===== config.mk =====
export PLATFORM = sky130hd
export DESIGN_NAME = multiplication32_flat
export DESIGN_NICKNAME = d
export VERILOG_FILES = /design/src/rtl/energy_arith_pkg.sv /design/src/rtl/multiplication32_if.sv /design/src/rtl/multiplication32.sv /design/src/flat_wrapper.sv
export SDC_FILE = /design/constraint.sdc
export NUM_CORES = 1
export LEC_CHECK = 0
export CORE_UTILIZATION = 49
export DETAILED_ROUTE_END_ITERATION = 10
export PLACE_DENSITY = 0.73
export REMOVE_ABC_BUFFERS = 1
export SYNTH_ARGS = -nofsm -noshare
export SYNTH_HDL_FRONTEND = slang
export SYNTH_SLANG_ARGS = --single-unit

===== constraint.sdc =====
create_clock -name clk -period 20.1 [get_ports clk]
set_input_delay 2.01 -clock clk [delete_from_list [all_inputs] [get_ports clk]]
set_output_delay 2.01 -clock clk [all_outputs]
set_load 0.01 [all_outputs]

===== src/rtl/energy_arith_pkg.sv =====
// rtl/energy_arith_pkg.sv - shared encodings and defaults for the energy-supervision arithmetic units
package energy_arith_pkg;

   // Default operand width shared by the sequential multiplier and divider
   localparam int DEFAULT_WIDTH = 32;

   // Two-state sequencer: waiting for go, or iterating over operand bits
   typedef enum logic {
      S_IDLE = 1'b0,
      S_RUN  = 1'b1
   } state_t;

endpackage


===== src/rtl/multiplication32_if.sv =====
// rtl/multiplication32_if.sv - go/done request bus between a requester and the sequential multiplier
interface multiplication32_if #(
   parameter int WIDTH = energy_arith_pkg::DEFAULT_WIDTH
) ();
   import energy_arith_pkg::*;

   logic                 go;
   logic [WIDTH-1:0]     multiplicand;
   logic [WIDTH-1:0]     multiplier;
   logic                 busy;
   logic                 done;
   logic [2*WIDTH-1:0]   product;

   // Requester side: issues operands and go, observes status and result
   modport master (
      output go, multiplicand, multiplier,
      input  busy, done, product
   );

   // Multiplier side: consumes operands and go, reports status and result
   modport slave (
      input  go, multiplicand, multiplier,
      output busy, done, product
   );

endinterface


===== src/rtl/multiplication32.sv =====
// rtl/multiplication32.sv - radix-2 LSB-first shift-add unsigned multiplier, one bit per clock
module multiplication32
   import energy_arith_pkg::*;
#(
   parameter int WIDTH = DEFAULT_WIDTH
) (
   input  logic                 clk,
   input  logic                 rst,
   multiplication32_if.slave    bus
);

   localparam int                CNT_W    = $clog2(WIDTH);
   localparam logic [CNT_W-1:0]  CNT_LAST = CNT_W'(WIDTH - 1);

   state_t                r_state;
   state_t                w_state_next;
   logic [2*WIDTH-1:0]    r_acc;
   logic [2*WIDTH-1:0]    r_mcand;
   logic [WIDTH-1:0]      r_mplier;
   logic [CNT_W-1:0]      r_cnt;
   logic [2*WIDTH-1:0]    r_product;
   logic                  r_done;

   logic [2*WIDTH-1:0]    w_addend;
   logic [2*WIDTH-1:0]    w_sum;
   logic                  w_last;

   // The full-width sum can never overflow: A*B < 2^(2*WIDTH)
   assign w_addend = r_mplier[0] ? r_mcand : '0;
   assign w_sum    = r_acc + w_addend;
   assign w_last   = (r_cnt == CNT_LAST);

   // State register and datapath; reset abandons any operation in flight
   always_ff @(posedge clk or posedge rst) begin
      if (rst) begin
         r_state   <= S_IDLE;
         r_acc     <= '0;
         r_mcand   <= '0;
         r_mplier  <= '0;
         r_cnt     <= '0;
         r_product <= '0;
         r_done    <= 1'b0;
      end else begin
         r_state <= w_state_next;
         case (r_state)
            S_IDLE: begin
               if (bus.go) begin
                  r_mcand  <= {{WIDTH{1'b0}}, bus.multiplicand};
                  r_mplier <= bus.multiplier;
                  r_acc    <= '0;
                  r_cnt    <= '0;
                  r_done   <= 1'b0;
               end
            end
            S_RUN: begin
               r_acc    <= w_sum;
               r_mcand  <= r_mcand << 1;
               r_mplier <= r_mplier >> 1;
               r_cnt    <= r_cnt + 1'b1;
               // Only the completed sum is published, never a partial product
               if (w_last) begin
                  r_product <= w_sum;
                  r_done    <= 1'b1;
               end
            end
            default: ;
         endcase
      end
   end

   // Next-state: go starts a run, the terminal count returns to idle
   always_comb begin
      w_state_next = r_state;
      case (r_state)
         S_IDLE:  if (bus.go) w_state_next = S_RUN;
         S_RUN:   if (w_last) w_state_next = S_IDLE;
         default: w_state_next = S_IDLE;
      endcase
   end

   // Outputs: busy decoded from the registered state, result and done are registers
   always_comb begin
      bus.busy    = (r_state == S_RUN);
      bus.done    = r_done;
      bus.product = r_product;
   end

endmodule


===== src/flat_wrapper.sv =====
// flat-port wrapper written by rule: the top's interface ports become plain ports
module multiplication32_flat import energy_arith_pkg::*;
#(
   parameter int WIDTH = DEFAULT_WIDTH
)
  (clk, rst, bus_go, bus_multiplicand, bus_multiplier, bus_busy, bus_done, bus_product);
  multiplication32_if #(.WIDTH(WIDTH)) bus_i ();
  input  logic clk;
  input  logic rst;
  input wire logic [$bits(bus_i.go)-1:0] bus_go;
  input wire logic [$bits(bus_i.multiplicand)-1:0] bus_multiplicand;
  input wire logic [$bits(bus_i.multiplier)-1:0] bus_multiplier;
  output wire logic [$bits(bus_i.busy)-1:0] bus_busy;
  output wire logic [$bits(bus_i.done)-1:0] bus_done;
  output wire logic [$bits(bus_i.product)-1:0] bus_product;
  assign bus_i.go = bus_go;
  assign bus_i.multiplicand = bus_multiplicand;
  assign bus_i.multiplier = bus_multiplier;
  assign bus_busy = bus_i.busy;
  assign bus_done = bus_i.done;
  assign bus_product = bus_i.product;
  multiplication32 #(.WIDTH(WIDTH)) u_core (.clk(clk), .rst(rst), .bus(bus_i));
endmodule

; Word level (Yosys, flattened, before mapping)
; Cells that the tools add are included.
[word_totals]
regBits = 231
output_inout_bits = 66
[classes]
n_reduce_logical = 2
n_eq_ne = 3
n_mux = 15
add_sub_neg = 2
bitwise_logic = 1
[ops]
columns = op, n
row1 = $pmux W64 S2, 2
row2 = $mux W64, 3
row3 = $add A64 B64 Y64, 1
row4 = $pmux W32 S2, 1
row5 = $mux W32, 1
row6 = $pmux W5 S2, 1
row7 = $add A5 B1 Y5 const B, 1
row8 = $eq A5 B5 Y1 const B, 1
row9 = $mux W5, 1
row10 = $mux W1, 4
row11 = $ne A2 B2 Y1 const B, 2
row12 = $pmux W1 S2, 2
row13 = $reduce_and A2 Y1, 2
row14 = $not A1 Y1, 1

; Logic depth before layout (Yosys ltp)
[depth]
ltp_word = 3
ltp_mapped = 16

; Least setup slack after synthesis
; OpenSTA, ideal clock, no wires.
[synth_timing]
kind = register -> register
start = register u_core.r_mplier[0]
end = register u_core.r_product[63], in the netlist u_core.bus.product[63]
t_arrival_ns = 3.365
t_required_ns = 19.975
setup_slack_ns = 16.610
path_stages_with_launch = 16
cell_sequence = dfrtp_1 clkbuf_1 clkbuf_1 and2_1 ha_1 buf_6 a21o_1 o21bai_4 a221oi_2 o21a_2 nor3_1 or4_4 o21ai_2 o21a_4 xor3_1 mux2_4
[synth_between]
elab_chain_len = 2
[synth_lines]
columns = item, line
row1 = start: declaration, multiplication32.sv:19  ; logic [WIDTH-1:0] r_mplier;
row2 = start signal: assignment, multiplication32.sv:49  ; r_mplier <= bus.multiplier;
row3 = start signal: assignment, multiplication32.sv:58  ; r_mplier <= r_mplier >> 1;
row4 = $mux W64, multiplication32.sv:29  ; assign w_addend = r_mplier[0] ? r_mcand : '0;
row5 = $add A64 B64 Y64, multiplication32.sv:30  ; assign w_sum = r_acc + w_addend;
row6 = end signal: assignment, multiplication32.sv:62  ; r_product <= w_sum;
row7 = end: declaration, multiplication32.sv:21  ; logic [2*WIDTH-1:0] r_product;
; Every way passes these cells.
; A chain may end at the register's enable or synchronous reset.

; Final worst setup path
[layout_timing]
start = register u_core.r_mplier[0]
end = register u_core.r_product[50], in the netlist u_core.bus.product[50]
; Same word-level chain as after synthesis.

==> impl_results.md <==
* Crit-path leading delay family: compound AO/OA/AOI/OAI gates
* GRT met2 Usage at roughly 40%
* Lkg Pwr at between 7 and 8 nW
* Dpl cells at approximately 1,900
* Crit Path Category: flop to flop
* H-tree Lvls at 1
* Synth-to-Final Area Change at 17.3%
* Initial antenna violation count at 0
* Largest net degree at the start of global routing at roughly 100
* Hold path depth at 2
* Synthesis Warnings at 0
* Multi-input gate area at 7100 µm²
* Synth Area in XOR/XNOR at about 4.1%
* Setup ws final at 15.83 ns
* Syn Std Cell Area at around 13,000 µm²
* Reg2Reg Depth at 15
* Total negative setup slack at 0 ns
* Via count at ~11,000
* Arr. time, crit path at 4.68 ns
* Slew Limit Fails at 0
* Post-synthesis instance total at 1,492
* Largest family of logic cells by synthesized area: compound AO/OA/AOI/OAI gates
* Design Power at between 2 and 2.5 mW
* # IOs at about 130
* Die X at ~170 µm
* Hold Path Class: flop to flop
* Routed Antenna Nets at 0
* Critical Path RT at 20.51 ns
* Critical Path Slowest Stage Cell: buf_4
* Worst-Skew Late Latency at ~0.54 ns
* Dominant cell type by area after synthesis: dfrtp_1
* Worst Hold Launch: u_core.bus.product[40]$_DFFE_PP0P_
* DRC viols at 0
* Min cycle time layout at around 4.3 ns
* Syn avg cell area at roughly 9.0 µm²
* Post-synth ARST share at 100%
* CTS tree: done
* GPL Wtd Cong at between 0.9 and 1
* Post-synthesis adder-cell area fraction at 6.21%
* Reg2reg setup slack at ~16 ns
* Die area at 28,000 µm²
* Vias in the first global route at roughly 11,000
* Port Buf Inserts at 132
* Crit path capture type: flop
* Core area at between 20,000 and 30,000 µm²
* #FFs+latches synth at 231
* Post-CTS setup repair buffer count at 0
* Prevailing post-synth register cell: dfrtp_1
* Status: completed
* Crit path launch type: flop
* Clock Skews at 0.0248 ns
* FF/Latch Area at slightly below 6000 µm²
* Layout cells sized above 1 at under 10%
* Most common library cells after synthesis: nand2_1, dfrtp_1, o21ai_0, a21oi_1, clkbuf_1
* Wire length per cell at 16.8 µm
* DIE HEIGHT at around 170 µm
* Gr usage total at 23.9%
* Final Hold Fails at 0
* Vias/cell at roughly 5.7
* R2R Path End: u_core.bus.product[50]$_DFFE_PP0P_
* Sw Share at ~38%
* Mux contribution to synthesized area at under 10%
* HPWL after DPL at between 20,000 and 25,000 µm
* Worst Tran Pin Value at 0.953 ns
* CTS Hold Bufs at 0
* Clock power frac at between 20% and 30%
* Worst Setup SP: u_core.r_mplier[0]$_DFFE_PP0P_
* Final wirelength at between 30,000 and 40,000 µm
* EDFF count, synth at 0
* Post-CTS Resized at 0
* Pint at ~1.4 mW
* Total CTS buffers at 26
* Clock transition at path regs at 0.06 ns
* Hold Path End: u_core.bus.product[40]$_DFFE_PP0P_
* First-pass GRT wire length at about 55,000 µm
* Max Cap Viol at 0
* Cell Chain, Critical Path: buf_4 > and2_1 > ha_1 > inv_1 > fa_1 > nor2b_1 > o211ai_1 > a31oi_1 > nor3_1 > o41ai_1 > nand2_1 > o21ai_0 > a211oi_1 > xnor2_1 > mux2_2
* Layer with the highest usage: met2
* Clock tree buffer depth at 3
* Filler cells at roughly 2,400
* Nets@finish at roughly 1,700
* Pwr Density at between 100 and 150 nW/µm²
* Count of final setup violators at 0
* Ranking of synthesized cells by area: dfrtp_1, nand2_1, ha_1
* M1 GR Usage at between 30% and 40%
* Comb pwr share at 43.9%
* Worst Path Max Fanout at 64
* RSZ-0062 raised after global routing: false
* Grt ovf at 0
* Initial drt markers at about 800
* Rows at 60
* Slew margin rel. at 36.5%
* RR Startpoint: u_core.r_mplier[0]$_DFFE_PP0P_
* Root Driver: clkbuf_16
* Simple-Gate Fraction of Synth Area at around 18%
* Worst path max stage delay at 0.48 ns
* Reg power frac at between 30% and 40%
* Starting Density at between 40% and 50%
* Worst Path Buf+Inv at 2
* Synth Area in Compound Gates at a little under a fifth
* Worst VDD drop at around 73 µV
* Switching power total at ~0.90 mW
* Tcrit/Tclk final at a little over a fifth
* Post-synthesis sequential area ratio at 43.1%
* Most common cell in the netlist: nand2_1
* DP Worst Slack at 15.90 ns
* Synth unique cells at 67
* DR pass1 iterations at 7
* Final Util at about three fifths
* Max Clk Rate at 234 MHz
* CTS sink cnt at 231
* Cell Count, Final, Fillers Out at 1,927
* Post-synth top area share at a little over two fifths
* GR Util met3 at under 10%
[registers in the layout (all words and copies together) (netlist names)]
signal / cells
u_core.bus.product: 64
u_core.r_mplier: 32
u_core.r_cnt: 5
u_core.bus.done: 1
u_core.r_mcand: 64
u_core.r_acc: 64
u_core.bus.busy: 1
[through the flow]
| stage | hold slack, ns | cell area [µm²] |
|---|---|---|
| after detailed placement | 0.461 | 14800 |
| after global placement | 0.457 | 14800 |
| after global routing | 0.499 | 15700 |
| final | 0.470 | 15700 |
| after CTS | 0.476 | 15700 |
| after floorplan | 0.449 | 13000 |
[worst max path at each step]
stage,to,cells past startpoint
after floorplan,u_core.bus.busy$_DFF_PP0_,1
after global placement,u_core.bus.busy$_DFF_PP0_,3
after detailed placement,u_core.bus.busy$_DFF_PP0_,3
after CTS,u_core.bus.product[50]$_DFFE_PP0P_,15
after global routing,u_core.bus.product[50]$_DFFE_PP0P_,15
final,u_core.bus.product[50]$_DFFE_PP0P_,15
[cells in the final DEF, fill, tap and decap left out, drive strengths merged, types with 35 or more instances in the layout]
cell,netlist,final
nor2,52,52
clkdlybuf4s50,0,131
and2,67,67
ha,65,65
xnor2,35,35
nand2,327,327
a21oi,83,83
dfrtp,231,231
a22o,53,53
mux2i,64,64
o21ai,163,163
[layer usage]
metal	wire length, µm	vias up	share of wire, %
li1	-	5342	-
met1	14500	5248	45
met2	15200	275	47
met3	1910	47	5.9
met4	745	0	2.3
met5	0	-	0
[logic make-up (layout without fill, tap and decap cells)]
group	after synthesis	count (layout)
compound gates	403	403
simple gates	534	534
other cells	0	1
xor+xnor	61	61
buf+inv	120	213
mux	77	77
flops	231	231
fa+ha+maj	66	66
[layout make-up]
cell class	instances	share of cell area [%]
Multi-Input combinational cell	1141	45.1
Sequential cell	231	36.8
Timing Repair Buffer	142	8.86
Clock buffer	34	4.71
Tap cell	341	2.71
Clock inverter	12	1.15
Inverter	25	0.644
Antenna cell	1	0.0159
[worst min-delay path: cells and delay by family, from the launching register on]
| kind | cells | cell delay, ns |
|---|---|---|
| flops | 1 | 0.34 |
| simple gates | 2 | 0.10 |
[power by group through the flow]
stage               combinational [mW]  sequential [mW]  clock [mW]
finish                            1.02            0.802       0.507
global route                      1.15            0.827       0.538
CTS                               1.02            0.802       0.518
detailed placement                1.02            0.805           0
global placement                 0.989            0.801           0
floorplan                        0.668            0.815           0
Power figures use the tool's default switching activity.
